===== src/rtl/rf_wb_pkg.sv =====
// Shared types and constants for the register-file writeback arbiter.
package rf_wb_pkg;

   localparam int REG_ADDR_W    = 5;
   localparam int REG_WIDTH_DEF = 32;
   localparam int MAX_NUM_REQ   = 8;

   typedef logic [REG_ADDR_W-1:0] rf_addr_t;

   typedef struct packed {
      logic                     valid;
      rf_addr_t                 rd;
      logic [REG_WIDTH_DEF-1:0] data;
   } wb_req_t;

   // Width of an index into n requesters (at least one bit).
   function automatic int idx_w(int n);
      return (n <= 2) ? 1 : $clog2(n);
   endfunction

endpackage


===== src/rtl/rf_wb_arbiter_rr_arbiter.sv =====
// One-hot requester arbiter. Round-robin by default; with
// RF_WB_ARB_FIXED_PRIO_EN defined it becomes fixed priority (lowest index
// wins) and the pointer register is dropped.
module rr_arbiter
   import rf_wb_pkg::*;
#(
   parameter int N = 3
) (
   input  logic         clk,
   input  logic         reset,
   input  logic [N-1:0] req,
   input  logic         advance,
   output logic [N-1:0] gnt
);

`ifdef RF_WB_ARB_FIXED_PRIO_EN

   logic unused_ok;
   assign unused_ok = ^{clk, reset, advance};

   // Lowest-index requester wins.
   always_comb begin
      logic found;
      gnt   = '0;
      found = 1'b0;
      for (int i = 0; i < N; i++) begin
         if (!found && req[i]) begin
            gnt[i] = 1'b1;
            found  = 1'b1;
         end
      end
   end

`else

   localparam int PW = idx_w(N);

   logic [PW-1:0] ptr_q, ptr_d;

   // Search starts just above the last winner, then wraps to index 0.
   always_comb begin
      logic found;
      gnt   = '0;
      found = 1'b0;
      for (int i = 0; i < N; i++) begin
         if (!found && req[i] && (i > int'(ptr_q))) begin
            gnt[i] = 1'b1;
            found  = 1'b1;
         end
      end
      for (int i = 0; i < N; i++) begin
         if (!found && req[i]) begin
            gnt[i] = 1'b1;
            found  = 1'b1;
         end
      end
   end

   // Pointer follows the winner of an accepted transfer, otherwise holds.
   always_comb begin
      ptr_d = ptr_q;
      for (int i = 0; i < N; i++) begin
         if (advance && gnt[i]) ptr_d = PW'(i);
      end
   end

   // Pointer register; reset value gives requester 0 first priority.
   always_ff @(posedge clk) begin
      if (reset) ptr_q <= PW'(N-1);
      else       ptr_q <= ptr_d;
   end

`endif

endmodule


===== src/rtl/rf_wb_arbiter.sv =====
// Register-file write port arbiter: one-hot grant over the writeback
// requesters, a registered write stage (latency 1) and x0 suppression.
// Optional macro: RF_WB_ARB_FIXED_PRIO_EN selects fixed priority.
module rf_wb_arbiter
   import rf_wb_pkg::*;
#(
   parameter int REG_WIDTH = 32,
   parameter int NUM_REQ   = 3
) (
   input  logic                           clk,
   input  logic                           reset,
   input  logic [NUM_REQ-1:0]             req_valid,
   input  logic [NUM_REQ*REG_ADDR_W-1:0]  req_rd,
   input  logic [NUM_REQ*REG_WIDTH-1:0]   req_data,
   output logic [NUM_REQ-1:0]             req_ready,
   output logic [REG_ADDR_W-1:0]          rf_rd,
   output logic [REG_WIDTH-1:0]           rf_rd_din,
   output logic                           rf_reg_write,
   output logic                           wb_busy
);

   logic [NUM_REQ-1:0]   vld_m;
   logic [NUM_REQ-1:0]   gnt;
   logic                 xfer;
   rf_addr_t             sel_rd;
   logic [REG_WIDTH-1:0] sel_data;

   rf_addr_t             rd_q, rd_d;
   logic [REG_WIDTH-1:0] din_q, din_d;
   logic                 we_q, we_d;

   // Nothing is granted while reset is held.
   assign vld_m = reset ? '0 : req_valid;

   rr_arbiter #(.N(NUM_REQ)) u_arb (
      .clk     (clk),
      .reset   (reset),
      .req     (vld_m),
      .advance (xfer),
      .gnt     (gnt)
   );

   assign req_ready = gnt;
   assign xfer      = |gnt;
   assign wb_busy   = !reset && ($countones(req_valid) >= 2);

   // One-hot mux of the winning requester's destination and data.
   always_comb begin
      sel_rd   = '0;
      sel_data = '0;
      for (int i = 0; i < NUM_REQ; i++) begin
         sel_rd   = sel_rd   | (req_rd[REG_ADDR_W*i +: REG_ADDR_W] & {REG_ADDR_W{gnt[i]}});
         sel_data = sel_data | (req_data[REG_WIDTH*i +: REG_WIDTH] & {REG_WIDTH{gnt[i]}});
      end
   end

   // Stage the accepted write; x0 is taken but never written.
   always_comb begin
      rd_d  = rd_q;
      din_d = din_q;
      we_d  = 1'b0;
      if (xfer) begin
         rd_d  = sel_rd;
         din_d = sel_data;
         we_d  = (sel_rd != '0);
      end
   end

   // Write stage register; reset drops any staged write.
   always_ff @(posedge clk) begin
      if (reset) begin
         rd_q  <= '0;
         din_q <= '0;
         we_q  <= 1'b0;
      end else begin
         rd_q  <= rd_d;
         din_q <= din_d;
         we_q  <= we_d;
      end
   end

   assign rf_rd        = rd_q;
   assign rf_rd_din    = din_q;
   assign rf_reg_write = we_q;

endmodule


===== config.mk =====
export PLATFORM = sky130hd
export DESIGN_NAME = rf_wb_arbiter
export DESIGN_NICKNAME = d
export VERILOG_FILES = /design/src/rtl/rf_wb_pkg.sv /design/src/rtl/rf_wb_arbiter_rr_arbiter.sv /design/src/rtl/rf_wb_arbiter.sv
export SDC_FILE = /design/constraint.sdc
export NUM_CORES = 1
export LEC_CHECK = 0
export BUFFER_PORTS_ARGS = -buffer_cell sky130_fd_sc_hd__buf_2
export CELL_PAD_IN_SITES_DETAIL_PLACEMENT = 0
export CELL_PAD_IN_SITES_GLOBAL_PLACEMENT = 1
export CORE_UTILIZATION = 27
export DETAILED_ROUTE_END_ITERATION = 6
export GPL_ROUTABILITY_DRIVEN = 0
export GPL_TIMING_DRIVEN = 0
export PLACE_DENSITY_LB_ADDON = 0.1
export SETUP_SLACK_MARGIN = 0.1
export SLEW_MARGIN = 5
export SYNTH_ARGS = -nofsm -noshare
export SYNTH_HDL_FRONTEND = slang
export SYNTH_HIERARCHICAL = 1
export SYNTH_SLANG_ARGS = --single-unit

===== constraint.sdc =====
create_clock -name clk -period 3.9 [get_ports clk]
set_input_delay 0 -clock clk [delete_from_list [all_inputs] [get_ports clk]]
set_output_delay 0 -clock clk [all_outputs]
set_load 0.03 [all_outputs]

==> results.yml <==
outcome:
  outcome: "finished with violations"
  violations: "DRC, hold timing"
setup_path:
  critPathLaunch: "reset"
  crit_buf_inv: 7
  reg2regPathDepth: 8
  cpMaxStageDelayCell: "dlygate4sd3_1"
  arrival_ns: 3.18
  slowest_delay_ns: 0.60
  worstPathCellList: "dlygate4sd3_1 > buf_2 > clkbuf_1 > clkbuf_1 > nor2b_1 > nand2b_1 > a22o_1 > buf_2 > buf_2 > a222oi_1 > dlygate4sd3_1 > a21oi_1"
  endpoint_kind: "flip-flop"
  start_kind: "input port"
  crit_type: "in -> reg"
  timing.rr.start: "u_arb/ptr_q[1]$_SDFFE_PP1P_"
  cp.depth: 12
  reg2reg_slack_ns: 1.61
  reg2reg_to: "rf_rd_din[4]$_SDFFE_PP0P_"
  required_ns: 4.07
  critPathTopFamily: "buffers and inverters"
  crit_top_cell: "buf_2"
  cp_max_fo: 10
  endpoint: "rf_rd_din[4]$_SDFFE_PP0P_"
clock_tree:
  cts-htree-levels: 2
  cts_setup_buffers: 0
  cts_hold_buf: 34
  clkTransAtPathRegs_ns: 0.08
  cts-resized-gates: 0
  clk_latency_ns: 0.29
  cts_tree: "done"
  ctsRootBufferMaster: "clkbuf_8"
  cts_buffer_depth: 2
  cts.sinks: 40
  cts-buffers-inserted: 5
final_layout:
  fill_cells: 669
  syn_to_final_growth_pct: 75.1
  fin_area_mm2: 0.00310
  layout.cells.non_filler: 473
  fin_nets: 512
  layout_common_cells: "buf_2 (169), dfxtp_1 (40), a21oi_1 (39), a222oi_1 (37), nand2_1 (37)"
  final_common_cell: "buf_2"
  final_core_util: 0.488
  diodes: 0
  drive_gt1_frac: 0.460
placement:
  dp_cells: 431
  placed_area_mm2: 0.00265
  portBuffers: 157
  dp_hpwl_mm: 4.74
  place_ws_ns: 1.37
logic_synthesis:
  syn_area_mm2: 0.00177
  syn_area_per_cell_um2: 8.99
  ys_ff_latch: 40
  syn-instance-count: 197
  synth-warning-count: 6
  yosysUniqueCellTypes: 23
  ys_seq_area_frac: 0.452
  syn_nets: 314
route:
  wl_met3_um: 449
  drt_iter0_drc: 187
  num_vias: 2409
  dr_wl_met2_mm: 3.26
  top_layer: "met4"
  wl_per_cell_um: 14.1
  dr.pass1.iters: 7
  wl_mm: 6.67
  route.detailed.drc: 2
  met1_length_mm: 2.86
  viasPerCell: 5.09
  route.antenna.remaining_nets: 0
timing:
  setup_tns_ns: 0
  worst_pin_slew_ns: 0.501
  rsz0062_at_grt: "false"
  fin_ws_ns: 0.889
  fin_skew_ns: 0.00862
  slew_violations: 0
  max_slew_margin: 0.666
  timing.fmax_mhz: 332
  finalHoldViolations: 1
  period_share: 0.772
  whs_ns: -0.000170
  fin_crit_ns: 3.01
  setup_viol: 0
global_route:
  grt_first_pass_wirelength_mm: 10.9
  grt_max_degree: 13
  grt_usage: 0.193
  grt_pass1_vias: 2375
  antenna_found_initial: 0
  gr-total-overflow: 0
die:
  io_pins: 158
  fp.dieArea_mm2: 0.00688
  row_count: 29
  fp.dieH_um: 83.0
  die_x_um: 83.0
  core_area_mm2: 0.00635
  initial_core_util: 0.279
power_and_ir_drop:
  powerDensity_mw_per_mm2: 372
  fin_total_pwr_mw: 1.15
  vdd_drop_max_mv: 0.236
  power.leakage_nw: 1.49
job:
  maxCapViolCount: 0
min_path:
  hold_path.class: "in -> reg"
==> power by group <==
group	total (mW)	leakage, nW	internal, mW	switching, mW
sequential	0.464	0.330	0.446	0.0172
clock	0.332	0.0552	0.190	0.142
combinational	0.357	1.11	0.154	0.202
==> synth_stat cells (all sizes together) <==
cell type | n | area [µm²]
a21oi | 39 | 195
a221o | 1 | 10.0
a222oi | 37 | 370
a22o | 1 | 8.76
a311oi | 1 | 8.76
a32oi | 1 | 8.76
and2 | 1 | 6.26
and3 | 1 | 6.26
buf | 16 | 90.1
clkbuf | 5 | 18.8
dfxtp | 40 | 801
ha | 1 | 12.5
inv | 2 | 7.51
mux2i | 1 | 10.0
nand2 | 37 | 139
nand2b | 1 | 6.26
nor2 | 3 | 11.3
nor2b | 5 | 33.8
nor3 | 1 | 10.0
o21ai | 2 | 10.0
o22ai | 1 | 6.26
==> per-layer routing <==
layer / vias to the layer above / GRT usage
met3: 11 / 0.0457
met5: - / 0
met2: 109 / 0.346
li1: 1175 / -
met1: 1114 / 0.228
met4: 0 / 0.0564
==> logic make-up after synthesis <==
logic type | after synthesis | synth area share
AO/OA/AOI/OAI | 83 | 0.349
flip-flops | 40 | 0.452
buffers and inverters | 23 | 0.0657
adder cells (fa/ha/maj) | 1 | 0.00707
AND/OR/NAND/NOR | 49 | 0.120
multiplexers | 1 | 0.00565
==> how the worst min path moves through the flow <==
| stage | startpoint | endpoint | slack (ns) | depth (start not counted) |
|---|---|---|---|---|
| final | req_data[91] | rf_rd_din[27]$_SDFFE_PP0P_ | -0.0002 | 3 |
| after floorplan | reset | u_arb/ptr_q[0]$_SDFFE_PP0P_ | 0.07 | 1 |
| after global routing | req_data[87] | rf_rd_din[23]$_SDFFE_PP0P_ | 0.0005 | 3 |
| after global placement | reset | u_arb/ptr_q[0]$_SDFFE_PP0P_ | 0.20 | 2 |
| after CTS | req_data[84] | rf_rd_din[20]$_SDFFE_PP0P_ | 0.00004 | 3 |
| after detailed placement | reset | u_arb/ptr_q[0]$_SDFFE_PP0P_ | 0.20 | 2 |
==> final cells by class <==
type / count / area, µm² / area share
Timing Repair Buffer: 191 / 1130 / 0.363
Multi-Input combinational cell: 134 / 853 / 0.275
Sequential cell: 40 / 801 / 0.258
Buffer: 21 / 109 / 0.0351
Tap cell: 77 / 96.3 / 0.0311
Clock buffer: 6 / 72.6 / 0.0234
Clock inverter: 2 / 35.0 / 0.0113
Inverter: 2 / 7.51 / 0.00242
==> registers in the layout, summed over array words and instances, names as in the netlist <==
register,cells
u_arb/ptr_q,2
rf_rd,5
rf_rd_din,32
rf_reg_write,1
==> worst min-delay path, cell delays in order <==
cell and delay (ns):
buf_2 0.08, a222oi_1 0.06, a21oi_1 0.12
No activity file was read; power rests on OpenSTA's default activity.
